<file path="src/rtl/ctrl_seq_pkg.sv">
// Shared definitions for the 8-bit core control sequencer: opcodes,
// ALU control encodings, FSM states and instruction field positions.
package ctrl_pkg;

  localparam int DATA_W = 8;
  localparam int RF_AW  = 2;

  localparam int OPC_MSB = 7;
  localparam int OPC_LSB = 5;
  localparam int RSV_BIT = 4;
  localparam int RD_MSB  = 3;
  localparam int RD_LSB  = 2;
  localparam int RS2_MSB = 1;
  localparam int RS2_LSB = 0;

  typedef enum logic [2:0] {
    OP_ADD  = 3'b000,
    OP_SUB  = 3'b001,
    OP_SHR  = 3'b010,
    OP_NOR  = 3'b011,
    OP_NAND = 3'b100,
    OP_SHL  = 3'b101,
    OP_LI   = 3'b110,
    OP_HALT = 3'b111
  } opcode_e;

  // ALU control codes; the ALU imports these so both sides agree.
  localparam logic [2:0] ALU_ADD  = 3'b000;
  localparam logic [2:0] ALU_SUB  = 3'b001;
  localparam logic [2:0] ALU_SHR  = 3'b010;
  localparam logic [2:0] ALU_NOR  = 3'b011;
  localparam logic [2:0] ALU_NAND = 3'b100;
  localparam logic [2:0] ALU_SHL  = 3'b101;

  typedef enum logic [2:0] {
    ST_IDLE   = 3'd0,
    ST_FETCH  = 3'd1,
    ST_DECODE = 3'd2,
    ST_IMM    = 3'd3,
    ST_WB     = 3'd4,
    ST_HALT   = 3'd5
  } state_e;

  // Non-ALU opcodes (LI, HALT) map to the ADD code so the ALU input is benign.
  function automatic logic [2:0] alu_ctrl_of(opcode_e op);
    logic [2:0] code;
    case (op)
      OP_ADD:  code = ALU_ADD;
      OP_SUB:  code = ALU_SUB;
      OP_SHR:  code = ALU_SHR;
      OP_NOR:  code = ALU_NOR;
      OP_NAND: code = ALU_NAND;
      OP_SHL:  code = ALU_SHL;
      default: code = ALU_ADD;
    endcase
    return code;
  endfunction

endpackage

</file>
<file path="src/rtl/ctrl_seq_if.sv">
// Instruction-memory req/ack handshake between the sequencer and memory.
interface ctrl_seq_if;

  logic       req;
  logic [7:0] addr;
  logic [7:0] rdata;
  logic       ack;

  modport master (
    output req,
    output addr,
    input  rdata,
    input  ack
  );

  modport slave (
    input  req,
    input  addr,
    output rdata,
    output ack
  );

endinterface

</file>
<file path="src/rtl/ctrl_seq_decode.sv">
// Combinational instruction decoder: splits the instruction register into
// ALU control, register fields and instruction-class flags.
module ctrl_decode
  import ctrl_pkg::*;
(
  input  logic [7:0] ir_i,
  output logic [2:0] alu_ctrl_o,
  output logic [1:0] rd_o,
  output logic [1:0] rs2_o,
  output logic       is_li_o,
  output logic       is_halt_o,
  output logic       is_illegal_o,
  output logic       updates_flag_o
);

  opcode_e opc;

  assign opc   = opcode_e'(ir_i[OPC_MSB:OPC_LSB]);
  assign rd_o  = ir_i[RD_MSB:RD_LSB];
  assign rs2_o = ir_i[RS2_MSB:RS2_LSB];

  // A set reserved bit overrides every opcode, so illegal wins over LI/HALT/ALU.
  always_comb begin
    is_illegal_o   = ir_i[RSV_BIT];
    is_li_o        = 1'b0;
    is_halt_o      = 1'b0;
    updates_flag_o = 1'b0;
    alu_ctrl_o     = alu_ctrl_of(opc);
    if (!ir_i[RSV_BIT]) begin
      is_li_o        = (opc == OP_LI);
      is_halt_o      = (opc == OP_HALT);
      updates_flag_o = (opc == OP_ADD) || (opc == OP_SUB);
    end
  end

endmodule

</file>
<file path="src/rtl/ctrl_seq.sv">
// Multi-cycle control sequencer: fetches instructions over the memory
// handshake, decodes them, and sequences register-file write-back.
module ctrl_seq
  import ctrl_pkg::*;
(
  input  logic             clk,
  input  logic             rst_n,
  input  logic             run,
  ctrl_seq_if.master       imem,
  output logic [1:0]       rf_raddr1,
  output logic [1:0]       rf_raddr2,
  output logic [2:0]       alu_ctrl,
  input  logic             alu_overflow,
  output logic             rf_we,
  output logic [1:0]       rf_waddr,
  output logic             rf_wsel,
  output logic [7:0]       imm,
  output logic [7:0]       pc,
  output logic             flag_c,
  output logic             halted,
  output logic             illegal
);

  state_e     state_q, state_d;
  logic [7:0] pc_q, pc_d;
  logic [7:0] ir_q, ir_d;
  logic [7:0] imm_q, imm_d;
  logic       flag_c_q, flag_c_d;
  logic       illegal_q, illegal_d;

  logic [2:0] dec_alu_ctrl;
  logic [1:0] dec_rd;
  logic [1:0] dec_rs2;
  logic       dec_is_li;
  logic       dec_is_halt;
  logic       dec_is_illegal;
  logic       dec_updates_flag;

  ctrl_decode u_decode (
    .ir_i           (ir_q),
    .alu_ctrl_o     (dec_alu_ctrl),
    .rd_o           (dec_rd),
    .rs2_o          (dec_rs2),
    .is_li_o        (dec_is_li),
    .is_halt_o      (dec_is_halt),
    .is_illegal_o   (dec_is_illegal),
    .updates_flag_o (dec_updates_flag)
  );

  // State register; reset returns the sequencer to IDLE.
  always_ff @(posedge clk) begin
    if (!rst_n) begin
      state_q <= ST_IDLE;
    end else begin
      state_q <= state_d;
    end
  end

  // Next-state logic; HALT is only left through reset.
  always_comb begin
    state_d = state_q;
    case (state_q)
      ST_IDLE: begin
        if (run) state_d = ST_FETCH;
      end
      ST_FETCH: begin
        if (imem.ack) state_d = ST_DECODE;
      end
      ST_DECODE: begin
        if (dec_is_illegal || dec_is_halt) state_d = ST_HALT;
        else if (dec_is_li)                state_d = ST_IMM;
        else                               state_d = ST_WB;
      end
      ST_IMM: begin
        if (imem.ack) state_d = ST_WB;
      end
      ST_WB: begin
        state_d = ST_FETCH;
      end
      ST_HALT: begin
        state_d = ST_HALT;
      end
      default: begin
        state_d = ST_IDLE;
      end
    endcase
  end

  // Datapath next values: IR/imm capture on ack, pc advance, flag and sticky illegal.
  always_comb begin
    pc_d      = pc_q;
    ir_d      = ir_q;
    imm_d     = imm_q;
    flag_c_d  = flag_c_q;
    illegal_d = illegal_q;
    case (state_q)
      ST_FETCH: begin
        if (imem.ack) begin
          ir_d = imem.rdata;
          pc_d = pc_q + 8'd1;
        end
      end
      ST_IMM: begin
        if (imem.ack) begin
          imm_d = imem.rdata;
          pc_d  = pc_q + 8'd1;
        end
      end
      ST_DECODE: begin
        if (dec_is_illegal) illegal_d = 1'b1;
      end
      ST_WB: begin
        if (dec_updates_flag) flag_c_d = alu_overflow;
      end
      default: begin
      end
    endcase
  end

  // Datapath registers, cleared by reset.
  always_ff @(posedge clk) begin
    if (!rst_n) begin
      pc_q      <= 8'h00;
      ir_q      <= 8'h00;
      imm_q     <= 8'h00;
      flag_c_q  <= 1'b0;
      illegal_q <= 1'b0;
    end else begin
      pc_q      <= pc_d;
      ir_q      <= ir_d;
      imm_q     <= imm_d;
      flag_c_q  <= flag_c_d;
      illegal_q <= illegal_d;
    end
  end

  // Moore outputs; operand addresses and ALU code hold across DECODE and WB
  // so the ALU result is settled when the register file writes.
  always_comb begin
    imem.req  = 1'b0;
    rf_raddr1 = 2'd0;
    rf_raddr2 = 2'd0;
    alu_ctrl  = 3'd0;
    rf_we     = 1'b0;
    rf_waddr  = 2'd0;
    rf_wsel   = 1'b0;
    halted    = 1'b0;
    case (state_q)
      ST_FETCH, ST_IMM: begin
        imem.req = 1'b1;
      end
      ST_DECODE: begin
        rf_raddr1 = dec_rd;
        rf_raddr2 = dec_rs2;
        alu_ctrl  = dec_alu_ctrl;
      end
      ST_WB: begin
        rf_raddr1 = dec_rd;
        rf_raddr2 = dec_rs2;
        alu_ctrl  = dec_alu_ctrl;
        rf_we     = 1'b1;
        rf_waddr  = dec_rd;
        rf_wsel   = dec_is_li;
      end
      ST_HALT: begin
        halted = 1'b1;
      end
      default: begin
      end
    endcase
  end

  assign imem.addr = pc_q;
  assign pc        = pc_q;
  assign imm       = imm_q;
  assign flag_c    = flag_c_q;
  assign illegal   = illegal_q;

endmodule

</file>
<file path="src/flat_wrapper.sv">
// flat-port wrapper written by rule: the top's interface ports become plain ports
module ctrl_seq_flat import ctrl_pkg::*;
  (clk, rst_n, run, rf_raddr1, rf_raddr2, alu_ctrl, alu_overflow, rf_we, rf_waddr, rf_wsel, imm, pc, flag_c, halted, illegal, imem_req, imem_addr, imem_rdata, imem_ack);
  ctrl_seq_if imem_i ();
  input  logic clk;
  input  logic rst_n;
  input  logic run;
  output logic [1:0] rf_raddr1;
  output logic [1:0] rf_raddr2;
  output logic [2:0] alu_ctrl;
  input  logic alu_overflow;
  output logic rf_we;
  output logic [1:0] rf_waddr;
  output logic rf_wsel;
  output logic [7:0] imm;
  output logic [7:0] pc;
  output logic flag_c;
  output logic halted;
  output logic illegal;
  output wire logic [$bits(imem_i.req)-1:0] imem_req;
  output wire logic [$bits(imem_i.addr)-1:0] imem_addr;
  input wire logic [$bits(imem_i.rdata)-1:0] imem_rdata;
  input wire logic [$bits(imem_i.ack)-1:0] imem_ack;
  assign imem_req = imem_i.req;
  assign imem_addr = imem_i.addr;
  assign imem_i.rdata = imem_rdata;
  assign imem_i.ack = imem_ack;
  ctrl_seq u_core (.clk(clk), .rst_n(rst_n), .run(run), .imem(imem_i), .rf_raddr1(rf_raddr1), .rf_raddr2(rf_raddr2), .alu_ctrl(alu_ctrl), .alu_overflow(alu_overflow), .rf_we(rf_we), .rf_waddr(rf_waddr), .rf_wsel(rf_wsel), .imm(imm), .pc(pc), .flag_c(flag_c), .halted(halted), .illegal(illegal));
endmodule
</file>
<file path="config.mk">
export PLATFORM = sky130hd
export DESIGN_NAME = ctrl_seq_flat
export DESIGN_NICKNAME = d
export VERILOG_FILES = /design/src/rtl/ctrl_seq_pkg.sv /design/src/rtl/ctrl_seq_if.sv /design/src/rtl/ctrl_seq_decode.sv /design/src/rtl/ctrl_seq.sv /design/src/flat_wrapper.sv
export SDC_FILE = /design/constraint.sdc
export NUM_CORES = 1
export LEC_CHECK = 0
export ABC_AREA = 1
export BUFFER_PORTS_ARGS = -buffer_cell sky130_fd_sc_hd__buf_2
export CORE_ASPECT_RATIO = 0.8
export CORE_MARGIN = 2
export CORE_UTILIZATION = 25
export CTS_CLUSTER_DIAMETER = 50
export DETAILED_ROUTE_END_ITERATION = 8
export PLACE_DENSITY = 0.55
export SLEW_MARGIN = 20
export SYNTH_ARGS = -nofsm -noshare
export SYNTH_HDL_FRONTEND = slang
export SYNTH_HIERARCHICAL = 1
export SYNTH_SLANG_ARGS = --single-unit
</file>
<file path="constraint.sdc">
create_clock -name clk -period 2.9 [get_ports clk]
set_input_delay 0.145 -clock clk [delete_from_list [all_inputs] [get_ports clk]]
set_output_delay 0.145 -clock clk [all_outputs]
set_load 0.05 [all_outputs]
</file>
Word-level counts from Yosys, hierarchy flattened
Cells that the tools add are included.
{ "word_totals": {"reg_bits": 29, "output_inout_bits": 39} }
{ "op_classes": {"n_reduce_logical": 12, "n_eq_ne": 15, "muxes": 18, "add_sub_neg": 1} }
{ "op_table": {"columns": ["operator", "n"], "rows": [
  ["3-bit equality test, second input constant", 6],
  ["3-bit two-way mux", 6],
  ["3-bit one-hot mux with 6 select lines", 1],
  ["3-bit one-hot mux with 5 select lines", 1],
  ["3-bit by 2-bit equality test with 1-bit output, second input constant", 4],
  ["2-bit AND reduction", 5],
  ["8-bit by 1-bit adder with 8-bit output, second input constant", 1],
  ["1-bit two-way mux", 7],
  ["3-bit by 1-bit equality test with 1-bit output, second input constant", 2],
  ["3-bit logical NOT", 2],
  ["2-bit two-way mux", 3],
  ["2-bit != test, second input constant", 3],
  ["2-bit OR reduction", 2],
  ["3-bit AND reduction", 1],
  ["1-bit logical OR", 2]
]} }

Longest topological paths before layout
{ "depth": {"depth_word": 5, "depth_mapped": 9, "ltp_nobuf": 9} }

By module
Netlist, hierarchy kept.
{ "modules_own_cells": {"columns": ["mod", "area_per_inst_um2", "seq_area_each_um2", "instances", "cells_per_inst"], "rows": [
  ["ctrl_seq", 1353.8, 580.6, 1, 195],
  ["ctrl_decode", 91.3, 0.0, 1, 19]
]} }

Least setup slack after synthesis
No wires, ideal clock.
{ "synth_timing": {"path_type": "reg-to-output", "startpoint": "register u_core.state_q[0]", "endpoint": "output alu_ctrl[0]", "path_slack_ns": 0.489, "t_arrival_ns": 2.266, "required_ns": 2.755, "path_stages_with_launch": 6, "path_cell_list": "dfxtp_1 > inv_2 > nand2_1 > nor2_1 > nor2_1 > nor2_1"} }
{ "synth_between": {"elab_chain_len": 3, "word_cells_on_any_way": 4, "classes_between": "2 x eq/ne; 1 x mux; 1 x reduce/logical"} }
{ "synth_rtl": {"columns": ["item", "line_no", "text"], "rows": [
  ["from (decl)", "ctrl_seq.sv:24", "state_e state_q, state_d;"],
  ["from (signal assigned)", "ctrl_seq.sv:55", "state_q <= state_d;"],
  ["3-bit by 2-bit equality test with 1-bit output / 3-bit equality test (equally long branches)", "ctrl_seq.sv:148", "case (state_q)"],
  ["2-bit OR reduction (no source line) *", null, null],
  ["3-bit two-way mux *", "ctrl_seq.sv:148", null],
  ["to (decl)", "flat_wrapper.sv:10", "output logic [2:0] alu_ctrl;"]
]} }
Mark *: on every way between the ends. The rest lies on a longest branch, timed or not.

Worst setup path in the final report
{ "layout_timing": {"startpoint": "register u_core.state_q[0]", "endpoint": "output rf_raddr1[0]"} }
{ "layout_between": {"elab_chain_len": 3, "word_cells_on_any_way": 4, "classes_between": "2 x eq/ne; 1 x mux; 1 x reduce/logical"} }
{ "layout_rtl": {"columns": ["item", "line_no", "text"], "rows": [
  ["3-bit by 2-bit equality test with 1-bit output / 3-bit equality test (equally long branches)", "ctrl_seq.sv:148", null],
  ["2-bit OR reduction (no source line) *", null, null],
  ["2-bit two-way mux *", "ctrl_seq.sv:148", null],
  ["to (decl)", "flat_wrapper.sv:8", "output logic [1:0] rf_raddr1;"]
]} }
Marks and branches as above.

==> run metrics <==
status=complete, no violations; GRT Resource Usage Total=11.1%; Detail Route Antenna Nets=0; Unique masters post-synth=20; vias in the first global route=1170; clk slew on worst S/H paths=0.06 ns; Setup Fix Bufs, Post-CTS=0; synthesized area=1450 um^2; CTS buffer count=5; # H-tree levels=2; Worst slew margin=64.5%; total number of yosys warnings=6; first-pass GRT wire length=5580 um; First-pass DRT Iterations=4; root buffer cell=clkbuf_8; CP max FO=7; LEAKAGE=0.000866 uW; Post-CTS Resized=0; CP peak stage delay=0.42 ns; final setup TNS=0 ns; number of synthesized register bits=29; worst hold margin=0.125 ns; CP cell instances=inv_2, nand3_1, inv_1, nor2_1, nor2_1, buf_2; sequential fraction of the synthesis area=40.2%; Antenna diodes=0; Max Slew Vio Count=0; Synth Area in Compound Gates=10.6%; Total Nets Final=270; final core utilization=32.4%; wire length per cell=11.1 um; min Tclk post-route=1.86 ns; clk sink count=29; Syn Inst Count=214; Setup crit end kind=output pin; RSZ-0062 raised after global routing=false; critical path startpoint category=register; FILL cells=658; drt drc=0; die width=89.0 um; # IOs=52; combinational family with the most area after synthesis=simple AND/OR/NAND/NOR gates; routability congestion estimate=0.818; Iter 0 DRT Violations=81; largest net degree at the start of global routing=16; Synth-to-Final Area Change=23.9%; # setup viols final=0; # Max-Cap Violations=0; syn_area_per_cell=6.75 um^2; via count=1426; CP Class=reg -> out; post-synth net total=228; peak supply drop=0.216 mV; WP data required=2.76 ns; mux cell area share after synthesis=0%; post-DP HPWL=2800 um; Hold Buf Count CTS=0; global route overflow=0; skew final=0.00160 ns; chip height=72 um; layout cells sized above 1=26.1%; power density over the cells=734 nW/um^2; # rows=24; post-synthesis xor/xnor area fraction=1.21%; total core area=5530 um^2; final WL=3710 um; Max Clk Rate=539 MHz; slowest CP cell=dfxtp_1; worst slew pin tran=0.530 ns; crit path DAT=1.71 ns; # port buffers=51; Hold Path Class=in -> reg; die area=6410 um^2; worst-case clock buffer depth=2; CP most frequent cell=nor2_1; Vias/cell=4.26; Initial Util=26.2%; Post-Synth Simple-Gate Area=32.6%; initial antenna violation count=0; clk_lat worst skew=0.27 ns; Adder-Cell Fraction of Synth Area=0.866%; CTS tree=built; Final Hold Vio Count=0; period utilization=64.0%
power by group:
part / internal (uW) / leakage (uW) / total, uW / switching (uW)
Combinational: 112 / 0.000576 / 445 / 333
Sequential: 451 / 0.000235 / 506 / 54.4
Clock: 214 / 0.0000542 / 364 / 150
synth_stat cells:
| master | number | area, um^2 |
|---|---|---|
| nand3_2 | 1 | 10.0 |
| nand2_1 | 30 | 113 |
| nand2_2 | 1 | 6.26 |
| o21ai_0 | 10 | 50.1 |
| clkbuf_1 | 3 | 11.3 |
| nor3_1 | 3 | 15.0 |
| nand4_1 | 1 | 6.26 |
| nor2_1 | 48 | 180 |
| a21oi_1 | 19 | 95.1 |
| inv_2 | 3 | 11.3 |
| nor3_4 | 1 | 16.3 |
| inv_1 | 24 | 90.1 |
| o21a_1 | 1 | 7.51 |
| nand3b_1 | 1 | 7.51 |
| xor2_1 | 2 | 17.5 |
| buf_4 | 13 | 97.6 |
| ha_1 | 1 | 12.5 |
| nand3_1 | 21 | 105 |
| nor2_2 | 2 | 12.5 |
| dfxtp_1 | 29 | 581 |
critical path: cells and delay by family, from the launching register on:
family | cells | cell delay (ns)
buffers and inverters | 3 | 0.42
flip-flops | 1 | 0.42
AND/OR/NAND/NOR | 3 | 0.60
state kept, by name, indices dropped and copies added, names as in the netlist:
signal            count
u_core/flag_c         1
u_core/imm            8
u_core/illegal        1
u_core/ir_q           8
u_core/imem.addr      8
u_core/state_q        3
final cells by class:
cell class	count	area [um^2]	share of cell area [%]
Clock inverter	1	5.00	0.280
Multi-Input combinational cell	142	654	36.5
Tap cell	78	97.6	5.45
Inverter	27	101	5.66
Sequential cell	29	581	32.4
Clock buffer	7	96.3	5.38
Timing Repair Buffer	51	255	14.3
cells by family after synthesis:
group	Yosys count
AOI/OAI and AO/OA	30
xor gates and xnor gates	2
adders and majority gates	1
buffers and inverters	43
DFF	29
and+or+nand+nor	109
placed cells by master (no fill, tap or decap), types with 3 or more instances in the layout:
cell / n
clkbuf_8: 7
o21ai_0: 10
inv_1: 24
dfxtp_1: 29
inv_2: 3
nor3_1: 3
nand2_1: 30
buf_2: 51
a21oi_1: 19
nor2_1: 48
nand3_1: 21
through the flow:
stage / cells / setup slack [ns] / total power [uW] / instance area (um^2)
global route: 335 / 0.895 / 1410 / 1790
detailed placement: 327 / 1.36 / 957 / 1690
global placement: 327 / 1.37 / 949 / 1690
floorplan: 214 / 0.489 / 872 / 1450
CTS: 335 / 1.05 / 1330 / 1790
finish: 335 / 1.04 / 1310 / 1790
metal layers:
metal  GRT usage, %  share of wire [%]
met1           17.3                 53
met2           15.0                 41
met3           3.64                6.0
met4           1.99               0.22
met5              0                  0
worst paths after layout:
kind                                  startpoint                           to  slack [ns]  cells past startpoint
setup / recovery  u_core/state_q[0]$_SDFFE_PN0P_                 rf_raddr1[0]        1.04                      6
hold / removal                     imem_rdata[6]  u_core/ir_q[6]$_SDFFE_PN0P_        0.12                      3
setup reg to reg  u_core/state_q[1]$_SDFFE_PN0P_   u_core/imm[6]$_SDFFE_PN0P_        1.47                      5
hold reg to reg       u_core/imm[4]$_SDFFE_PN0P_   u_core/imm[4]$_SDFFE_PN0P_        0.46                      2
(Power assumes the default switching activity.)
